[config.mk]
export PLATFORM = sky130hd
export DESIGN_NAME = xor_memory_arbiter
export DESIGN_NICKNAME = d
export VERILOG_FILES = /design/src/rtl/xor_memory_arbiter.sv
export SDC_FILE = /design/constraint.sdc
export NUM_CORES = 1
export LEC_CHECK = 0
export CAP_MARGIN = 20
export CORE_ASPECT_RATIO = 1.1
export CORE_MARGIN = 1
export CORE_UTILIZATION = 30
export DETAILED_ROUTE_END_ITERATION = 10
export GPL_TIMING_DRIVEN = 0
export SYNTH_ARGS = -nofsm -noshare
export SYNTH_HDL_FRONTEND = slang
export SYNTH_SLANG_ARGS = --single-unit
[constraint.sdc]
create_clock -name clk -period 15.65 [get_ports clk]
set_input_delay 3.9125 -clock clk [delete_from_list [all_inputs] [get_ports clk]]
set_output_delay 3.9125 -clock clk [all_outputs]
set_load 0.03 [all_outputs]
[src/rtl/xor_memory_arbiter.sv]
`timescale 1ns/1ps
`default_nettype none
// ============================================================================
//  Module   : xor_memory_arbiter
//  Purpose  : Round-robin arbiter sharing one multi-port xor_memory among
//             several requesters, enforcing its write/read hazard rules.
//  Revision : 1.0  initial release
// ============================================================================
module xor_memory_arbiter #(
    parameter int WIDTH = 8,
    parameter int DEPTH = 256,
    parameter int PORTS = 2,
    parameter int REQS  = 4
) (
    input  logic                     clk,
    input  logic                     rst,
    input  logic [REQS-1:0]          req_valid,
    input  logic [REQS-1:0]          req_we,
    input  logic [$clog2(DEPTH)-1:0] req_addr [REQS],
    input  logic [WIDTH-1:0]         req_d    [REQS],
    output logic [REQS-1:0]          req_ready,
    output logic [REQS-1:0]          rsp_valid,
    output logic [WIDTH-1:0]         rsp_data [REQS],
    output logic [$clog2(DEPTH)-1:0] mem_addr [PORTS],
    output logic [WIDTH-1:0]         mem_d    [PORTS],
    output logic [PORTS-1:0]         mem_en,
    input  logic [WIDTH-1:0]         mem_q    [PORTS],
    output logic [15:0]              conflict_cnt
);

    localparam int AW = $clog2(DEPTH);
    localparam int RW = (REQS > 1) ? $clog2(REQS) : 1;

    // Registered state
    logic [RW-1:0]    rr_ptr_q;
    logic [RW-1:0]    rr_ptr_d;
    logic [PORTS-1:0] hist_v_q;
    logic [AW-1:0]    hist_addr_q [PORTS];
    logic [PORTS-1:0] pend_v_q;
    logic [RW-1:0]    pend_req_q  [PORTS];
    logic [WIDTH-1:0] rsp_data_q  [REQS];
    logic [15:0]      conflict_q;
    logic [15:0]      conflict_d;

    // Arbitration scratch
    logic [RW-1:0]    w_scan;
    logic [RW-1:0]    w_last;
    logic             w_blk;
    logic             w_hazard;
    logic             w_any_grant;
    logic [PORTS-1:0] w_port_rd;
    logic [RW-1:0]    w_port_req [PORTS];
    int               ngrant_i;
    int               scan_i;

    // Round-robin scan; the k-th grant lands on memory port k.
    always_comb begin
        req_ready   = '0;
        w_scan      = rr_ptr_q;
        w_last      = rr_ptr_q;
        w_blk       = 1'b0;
        w_hazard    = 1'b0;
        w_any_grant = 1'b0;
        w_port_rd   = '0;
        mem_en      = '0;
        ngrant_i    = 0;
        scan_i      = 0;
        for (int p = 0; p < PORTS; p++) begin
            mem_addr[p]   = '0;
            mem_d[p]      = '0;
            w_port_req[p] = '0;
        end
        for (int k = 0; k < REQS; k++) begin
            scan_i = int'(rr_ptr_q) + k;
            if (scan_i >= REQS) begin
                scan_i = scan_i - REQS;
            end
            w_scan = RW'(scan_i);
            w_blk  = 1'b0;
            // Blocked by last cycle's uncommitted writes or an earlier write in this scan
            for (int p = 0; p < PORTS; p++) begin
                if (hist_v_q[p] && (hist_addr_q[p] == req_addr[w_scan])) begin
                    w_blk = 1'b1;
                end
                if ((p < ngrant_i) && mem_en[p] && (mem_addr[p] == req_addr[w_scan])) begin
                    w_blk = 1'b1;
                end
            end
            if (!rst && req_valid[w_scan] && (ngrant_i < PORTS)) begin
                if (w_blk) begin
                    w_hazard = 1'b1;
                end else begin
                    req_ready[w_scan] = 1'b1;
                    w_any_grant       = 1'b1;
                    w_last            = w_scan;
                    for (int p = 0; p < PORTS; p++) begin
                        if (p == ngrant_i) begin
                            mem_addr[p]   = req_addr[w_scan];
                            mem_d[p]      = req_d[w_scan];
                            mem_en[p]     = req_we[w_scan];
                            w_port_rd[p]  = ~req_we[w_scan];
                            w_port_req[p] = w_scan;
                        end
                    end
                    ngrant_i = ngrant_i + 1;
                end
            end
        end
    end

    always_comb begin
        rr_ptr_d = rr_ptr_q;
        if (w_any_grant) begin
            rr_ptr_d = (int'(w_last) == REQS - 1) ? '0 : w_last + RW'(1);
        end
    end

    always_comb begin
        conflict_d = conflict_q;
        if (w_hazard && (conflict_q != 16'hFFFF)) begin
            conflict_d = conflict_q + 16'd1;
        end
    end

    // Read data is steered straight from mem_q in the cycle after grant
    always_comb begin
        rsp_valid = '0;
        for (int r = 0; r < REQS; r++) begin
            rsp_data[r] = rsp_data_q[r];
        end
        for (int p = 0; p < PORTS; p++) begin
            if (pend_v_q[p]) begin
                rsp_valid[pend_req_q[p]] = 1'b1;
                rsp_data[pend_req_q[p]]  = mem_q[p];
            end
        end
    end

    always_ff @(posedge clk or posedge rst) begin
        if (rst) begin
            rr_ptr_q   <= '0;
            hist_v_q   <= '0;
            pend_v_q   <= '0;
            conflict_q <= '0;
            for (int p = 0; p < PORTS; p++) begin
                hist_addr_q[p] <= '0;
                pend_req_q[p]  <= '0;
            end
            for (int r = 0; r < REQS; r++) begin
                rsp_data_q[r] <= '0;
            end
        end else begin
            rr_ptr_q   <= rr_ptr_d;
            hist_v_q   <= mem_en;
            pend_v_q   <= w_port_rd;
            conflict_q <= conflict_d;
            for (int p = 0; p < PORTS; p++) begin
                hist_addr_q[p] <= mem_addr[p];
                pend_req_q[p]  <= w_port_req[p];
            end
            for (int r = 0; r < REQS; r++) begin
                rsp_data_q[r] <= rsp_data[r];
            end
        end
    end

    assign conflict_cnt = conflict_q;

endmodule
`default_nettype wire

==> impl_metrics.ini, run 1 <==
[clock_network]
cts_hold_buffers = 0
cts_buffers = 9
clock_latency_ns = 0.35
post-cts-setup-buffers = 0
h-tree-depth = 3
root_buffer = clkbuf_16
clk_path_buf_depth = 2
path_clk_slew_ns = 0.06
cts_tree = built
cts_resized = 0
cts.sink_count = 74

[sta]
final_hold_viol_count = 0
period_share = 0.973
slew_headroom = 0.318
max_freq_mhz = 65.6
finalCriticalPeriod_ns = 15.23
layout_setup_ws_ns = 0.417
rsz0062_at_grt = false
setup_violations = 0
worst_pin_slew_ns = 1.01
finalClockSkew_ns = 0.0133
slew_violations = 0

[worst_setup_path]
cp_slowest_stage_delay_ns = 0.77
cp-start-kind = input port
cpMaxStageDelayCell = clkdlybuf4s50_1
critPathMaxFanout = 10
cp.arrival_ns = 11.32
cp_num_buf_inv = 6
crit_type = input port to primary output
critPathTopFamily = buffers and inverters
required_ns = 11.74
crit_path_end_kind = primary output

[power]
p_sw_frac = 0.540
ir_drop_mv = 0.179
combPwrFrac = 0.816
switching_power_uw = 1530
seqPwrFrac = 0.107
p_leak_uw = 0.00443
powerDensity_nw_per_um2 = 253
p_int_uw = 1300
clkPwrFrac = 0.077

[synthesis]
synth_edf_count = 0
synth_ff_type = dfrtp_1
synth_seq_cells = 74
ys_types = 86
syn_area_um2 = 8600
synth.net_count = 1052
synthArstFlopShare = 1.00
ys_warn_count = 0
syn_area_per_cell_um2 = 9.03
seq_area_frac_synth = 0.215
synth_cells = 952

[floorplan]
rows = 64
ios = 180
die_h_um = 180
die_x_um = 163
core_area_um2 = 28000
die_area_um2 = 29400
initial_core_util = 0.307

[placement]
dp_hpwl_um = 25600
place_congestion = 0.966
numPortBuffers = 179
placed_area_um2 = 10900
dpl.cell_count = 1495
pre_cts_slack_ns = 0.481

[routing]
routed_wl_um = 33300
ant_nets = 0
viasPerCell = 5.81
avgRoutedWirePerCell_um = 22.0
vias = 8784
dr.pass1.iters = 6
first_iter_violations = 744
drc = 0

[cells_and_area]
nets = 1243
antenna_cells = 0
filler_cell_count = 2850
layout-drive-gt1-share = 0.130
layout_commonest_cell = clkdlybuf4s50_1
mostFrequentLayoutCells = clkdlybuf4s50_1 (179), nand2_1 (102), mux2i_1 (75)
final_cells = 1511
fin_util = 0.399
syn_to_final_growth_pct = 30.1
stdcell_area_um2 = 11200

[worst_hold_path]
hold_class = flip-flop to flip-flop

[global_routing]
use_met2 = 0.359
busiest_layer = met2
grt_pass1_vias = 8589
grt_overflow = 0
grt_max_degree = 66
grt_usage = 0.229
grt_util_met1 = 0.311
grt_first_pass_wirelength_um = 51600
antenna_found_initial = 0
grt_util_met3 = 0.0392

[run_status]
outcome = finished clean

[job]
drv_cap = 0
-- worst register-to-register path: cells and delay by family (launching register included) --
family	cells	cell delay, ns
compound gates	6	1.48
simple gates	8	2.27
fa+ha+maj	3	1.23
buf+inv	10	2.38
mux	1	0.50
flops	1	0.41
xor+xnor	1	0.17
-- routing by layer --
| metal | vias to the layer above | routed length (µm) |
|---|---|---|
| li1 | 3986 | - |
| met1 | 4270 | 14000 |
| met2 | 444 | 15400 |
| met3 | 84 | 2680 |
| met4 | 0 | 1200 |
| met5 | - | 0 |
-- final timing paths --
| path | start | end | slack (ns) | depth (start not counted) |
|---|---|---|---|---|
| min in group asynchronous | rst | rr_ptr_q[0] | 4.02 | 2 |
| worst min-delay path | conflict_cnt[12] | conflict_cnt[12] | 0.49 | 1 |
| worst max-delay path | req_addr[11] | mem_addr[14] | 0.42 | 26 |
| worst max register to register | rr_ptr_q[0] | hist_addr_q[14] | 7.04 | 29 |
| max in group asynchronous | rst | hist_addr_q[11] | 11.04 | 3 |
| worst min register to register | conflict_cnt[12] | conflict_cnt[12] | 0.49 | 1 |
-- cell usage after synthesis (15+ instances only) --
library cell	instances	area share
xor2_1	34	0.035
nand3_1	31	0.018
a221oi_1	25	0.025
nor2_1	50	0.022
a211oi_1	15	0.013
inv_1	18	0.0079
mux4_2	52	0.14
mux2_2	15	0.020
a21oi_1	22	0.013
o21ai_0	60	0.035
xnor2_1	67	0.068
clkbuf_1	52	0.023
dfrtp_1	74	0.22
mux2i_1	75	0.087
nand2_1	102	0.045
buf_2	17	0.0099
-- final cells by class --
type / instances / area (µm²) / area share
Clock inverter: 7 / 83.8 / 0.00749
Inverter: 21 / 81.3 / 0.00727
Multi-Input combinational cell: 769 / 6240 / 0.558
Tap cell: 363 / 454 / 0.0406
Timing Repair Buffer: 180 / 1820 / 0.163
Sequential cell: 74 / 1850 / 0.165
Clock buffer: 9 / 225 / 0.0201
Buffer: 88 / 430 / 0.0385
-- flip-flops by register name (all words and copies together) (netlist names) --
register	cells
hist_addr_q	16
pend_req_q	4
rr_ptr_q	2
rsp_data_q	32
hist_v_q	2
conflict_cnt	16
pend_v_q	2
-- power by group through the flow --
stage,Sequential [µW],Combinational (µW),Clock [µW]
2_1_floorplan,295,1530,0
3_3_place_gp,303,2260,0
3_5_place_dp,304,2270,0
4_1_cts,301,2280,223
5_1_grt,309,2450,231
6_report,301,2310,219
-- kinds of logic after synthesis --
group           count (synthesis)  share of synthesized area
simple gates                  276                      0.158
compound gates                237                      0.203
mux                           145                      0.247
buf+inv                       109                     0.0592
xor+xnor                      101                      0.103
flops                          74                      0.215
fa+ha+maj                      10                     0.0145
-- through the flow --
step                      power (µW)  TNS (ns)  hold slack [ns]
final                           2830         0            0.488
after global routing            2990         0            0.517
after CTS                       2800         0            0.490
after detailed placement        2570         0            0.480
after global placement          2560    -0.543            0.480
after floorplan                 1820         0            0.659
No activity file was read; power rests on OpenSTA's default activity.
==> run 2, diff against run 1 <==
--- a/config.mk
+++ b/config.mk
@@ -5,6 +5,7 @@
 export SDC_FILE = /design/constraint.sdc
 export NUM_CORES = 1
 export LEC_CHECK = 0
+export ABC_AREA = 1
 export CAP_MARGIN = 20
 export CORE_ASPECT_RATIO = 1.1
 export CORE_MARGIN = 1
==> impl_metrics.ini, run 2 <==
[floorplan]
die_h_um = 183
initial_core_util = 0.308
core_area_um2 = 29000
ios = 180
rows = 65
die_area_um2 = 30400
die_x_um = 166

[cells_and_area]
antenna_cells = 0
syn_to_final_growth_pct = 28.7
largest_reg_flops = 32
layout_commonest_cell = nand2_1
largest-register = rsp_data_q
layout-drive-gt1-share = 0.0848
filler_cell_count = 3133
nets = 1782
mostFrequentLayoutCells = nand2_1 (459), clkdlybuf4s50_1 (179), inv_1 (152)
fin_util = 0.396

[clock_network]
path_clk_slew_ns = 0.06
clock_latency_ns = 0.35
cts.sink_count = 74
cts_tree = built
cts_hold_buffers = 0
clk_path_buf_depth = 2
post-cts-setup-buffers = 0
root_buffer = clkbuf_16
cts_resized = 0
cts_buffers = 9
h-tree-depth = 3

[worst_setup_path]
crit_path_end_kind = primary output
critPathMaxFanout = 10
cp.arrival_ns = 11.11
worst_path_most_repeated_cell = nand2_1
required_ns = 11.74
cpMaxStageDelayCell = nor4_2
cp_slowest_stage_delay_ns = 0.86
crit_type = input port to primary output
cp-start-kind = input port

[run_status]
outcome = finished, violations left
violations = DRC

[placement]
numPortBuffers = 179
dp_hpwl_um = 30700
place_congestion = 0.995

[routing]
ant_nets = 0
vias = 10900
dr.pass1.iters = 10
avgRoutedWirePerCell_um = 18.3
drc = 6
routed_wl_um = 37600
first_iter_violations = 873
viasPerCell = 5.31

[sta]
rsz0062_at_grt = false
slew_violations = 0
period_share = 0.960
setup_violations = 0
finalClockSkew_ns = 0.0140
worst_pin_slew_ns = 1.21
finalCriticalPeriod_ns = 15.02
slew_headroom = 0.186
max_freq_mhz = 66.6
fin_tns_setup_ns = 0
final_hold_viol_count = 0

[synthesis]
synth.net_count = 1590
syn_area_um2 = 8910
syn_area_per_cell_um2 = 5.98
synth_ff_type = dfrtp_1
synth_cells = 1490
synth.most_common_cell = nand2_1
ys_warn_count = 0
ys_top_cells_by_count = nand2_1 (459), inv_1 (153), o21ai_0 (130)
synth_seq_cells = 74
synth_edf_count = 0
synth_area_leader_cell = dfrtp_1
synth_top_cell_area_share = 0.208
seq_area_frac_synth = 0.208
synthTopCellsByArea = dfrtp_1 (21%), nand2_1 (19%), o21ai_0 (7.3%)
ys_types = 56
synthArstFlopShare = 1.00

[global_routing]
grt_pass1_vias = 10300
antenna_found_initial = 0
grt_overflow = 0
grt_max_degree = 71
grt_first_pass_wirelength_um = 58000
grt_usage = 0.246

[worst_hold_path]
hold_class = flip-flop to flip-flop

[job]
drv_cap = 0
## run 2: metrics by stage
step	std cells	setup WS [ns]	hold WS (ns)	instance area (µm²)
2_1_floorplan	1490	2.25	0.669	8910
3_3_place_gp	2037	-1.00	0.500	11200
3_5_place_dp	2038	0.804	0.497	11200
4_1_cts	2053	0.798	0.510	11500
5_1_grt	2054	0.152	0.525	11500
6_report	2054	0.627	0.513	11500
## run 2: final timing paths
kind	endpoint	cells past startpoint	from	slack (ns)
setup reg to reg	hist_addr_q[13]	33	rr_ptr_q[1]	7.53
max in group asynchronous	rsp_data_q[18]	3	rst	10.96
hold reg to reg	conflict_cnt[15]	1	conflict_cnt[15]	0.51
setup / recovery	mem_addr[13]	38	req_addr[18]	0.63
min in group asynchronous	rr_ptr_q[1]	2	rst	4.09
hold / removal	conflict_cnt[15]	1	conflict_cnt[15]	0.51
## run 2: per-layer routing
metal,share of wire,GRT usage
met4,0.032,0.0974
met5,0,0
met2,0.47,0.413
met3,0.070,0.0325
met1,0.43,0.320
## run 2: final cells by class
type	instances	area (µm²)	share of cell area
clock buffers	10	239	0.0208
flip-flops and latches	74	1850	0.161
inverters	169	642	0.0560
repair buffers	181	1830	0.159
multi-input cells	1184	6060	0.528
clock inverters	5	31.3	0.00273
well taps	368	460	0.0402
plain buffers	63	359	0.0313
## run 2: cell families (layout without fill, tap and decap cells)
group,count (synthesis),after routing,synth area share
xor+xnor,34,34,0.0351
mux,3,3,0.00337
compound gates,293,293,0.189
simple gates,844,844,0.438
buf+inv,232,428,0.112
fa+ha+maj,10,10,0.0140
flops,74,74,0.208
## run 2: critical path: cells and delay by family
family / cells / cell delay (ns)
simple gates: 27 / 3.87
compound gates: 3 / 1.05
fa+ha+maj: 2 / 0.51
buf+inv: 6 / 1.74
Power of run 2 is left out: the tool's default activity adds up to more than one toggle a clock period on the data nets, which glitch-free logic cannot reach.
==> run 3, diff against run 2 <==
--- a/config.mk
+++ b/config.mk
@@ -12,6 +12,7 @@
 export CORE_UTILIZATION = 30
 export DETAILED_ROUTE_END_ITERATION = 10
 export GPL_TIMING_DRIVEN = 0
+export PLACE_DENSITY_LB_ADDON = 0.3
 export SYNTH_ARGS = -nofsm -noshare
 export SYNTH_HDL_FRONTEND = slang
 export SYNTH_SLANG_ARGS = --single-unit
==> constraint.sdc (replaced) <==
create_clock -name clk -period 19.5 [get_ports clk]
set_input_delay 4.875 -clock clk [delete_from_list [all_inputs] [get_ports clk]]
set_output_delay 4.875 -clock clk [all_outputs]
set_load 0.03 [all_outputs]
==> impl_metrics.ini, run 3 (synthesis gave the netlist of run 2 again) <==
[global_routing]
grt_overflow = 0
grt_usage = 0.251
grt_pass1_vias = 10500
grt_first_pass_wirelength_um = 59300
grt_max_degree = 70
antenna_found_initial = 0

[placement]
dp_hpwl_um = 30900
numPortBuffers = 179
place_congestion = 0.985
placed_area_um2 = 11200

[floorplan]
core_area_um2 = 29000
rows = 65
ios = 180
die_x_um = 166
die_h_um = 183
die_area_um2 = 30400
initial_core_util = 0.308

[routing]
dr.pass1.iters = 8
viasPerCell = 5.30
avgRoutedWirePerCell_um = 18.4
ant_nets = 0
vias = 10900
wl_met1_um = 16200
drc = 4
top_layer = met4
dr_wl_met2_um = 17800
wl_met3_um = 2450
first_iter_violations = 985
routed_wl_um = 37800

[worst_setup_path]
cp_slowest_stage_delay_ns = 0.86
crit_type = input port to primary output
required_ns = 14.62
critPathMaxFanout = 10
cpMaxStageDelayCell = nor4_2
cp.arrival_ns = 11.90
cp-start-kind = input port
worst_path_most_repeated_cell = nand2_1
crit_path_end_kind = primary output

[run_status]
violations = DRC
outcome = finished, violations left

[sta]
rsz0062_at_grt = false
finalClockSkew_ns = 0.0128
finalCriticalPeriod_ns = 16.77
setup_violations = 0
fin_tns_setup_ns = 0
worst_pin_slew_ns = 1.17
final_hold_viol_count = 0
slew_violations = 0
slew_headroom = 0.217
period_share = 0.860
max_freq_mhz = 59.6

[cells_and_area]
layout_commonest_cell = nand2_1
mostFrequentLayoutCells = nand2_1 (459), clkdlybuf4s50_1 (179), inv_1 (152)
nets = 1784
largest-register = rsp_data_q
largest_reg_flops = 32
syn_to_final_growth_pct = 29.3
antenna_cells = 0
stdcell_area_um2 = 11500
layout-drive-gt1-share = 0.0858

[clock_network]
path_clk_slew_ns = 0.06
clk_path_buf_depth = 2
cts_tree = built
clock_latency_ns = 0.35
h-tree-depth = 3
cts.sink_count = 74
post-cts-setup-buffers = 0
cts_hold_buffers = 0
cts_resized = 0
root_buffer = clkbuf_16
cts_buffers = 9

[worst_hold_path]
hold_class = flip-flop to flip-flop

[job]
drv_cap = 0
[run 3: cell types whose count changed in the layout (fill, tap and decap cells not counted)]
cell        previous run  this run
clkinv_2               3         0
clkbuf_1              30        31
inv_6                  0         1
clkinvlp_4             1         2
clkbuf_4               1         2
bufinv_16              0         1
buf_4                  5         6
[run 3: metrics by stage]
| stage | util | cells | worst slack [ns] | hold slack, ns |
|---|---|---|---|---|
| after floorplan | - | 1490 | 4.18 | 0.669 |
| after global placement | 0.385 | 2037 | 0.951 | 0.500 |
| after detailed placement | 0.387 | 2039 | 2.77 | 0.505 |
| after CTS | 0.397 | 2055 | 2.78 | 0.518 |
| after global routing | 0.398 | 2057 | 2.16 | 0.531 |
| final | 0.398 | 2057 | 2.73 | 0.518 |
[run 3: area by class of cell]
class                      instances  area (µm²)
inverter                         169         642
clock inverter                     5        62.6
fill                            3119       17400
timing repair buffer             183        1840
sequential                        74        1850
buffer                            63         359
clock buffer                      11         243
tap                              368         460
multi-input combinational       1184        6060
[run 3: critical path, delay by kind of cell]
| kind | cells | cell delay (ns) |
|---|---|---|
| AND/OR/NAND/NOR | 28 | 3.79 |
| buffers and inverters | 6 | 1.90 |
| AO/OA/AOI/OAI | 2 | 0.77 |
| adder cells (fa/ha/maj) | 2 | 0.50 |
[run 3: path summary, 6_finish.rpt]
kind | from | endpoint | slack (ns) | cells after the start
max in group asynchronous | rst | conflict_cnt[9] | 13.87 | 3
min in group asynchronous | rst | rr_ptr_q[0] | 5.02 | 2
worst max register to register | rr_ptr_q[1] | hist_addr_q[13] | 11.50 | 33
worst min register to register | conflict_cnt[15] | conflict_cnt[15] | 0.52 | 1
worst min-delay path | conflict_cnt[15] | conflict_cnt[15] | 0.52 | 1
worst max-delay path | req_addr[21] | mem_addr[13] | 2.73 | 38
[run 3: layer usage]
| metal | vias to the layer above | global-route usage |
|---|---|---|
| met4 | 0 | 0.100 |
| met3 | 77 | 0.0314 |
| met5 | - | 0 |
| met2 | 440 | 0.424 |
| li1 | 5325 | - |
| met1 | 5062 | 0.324 |
Power of run 3 is left out for the same reason.
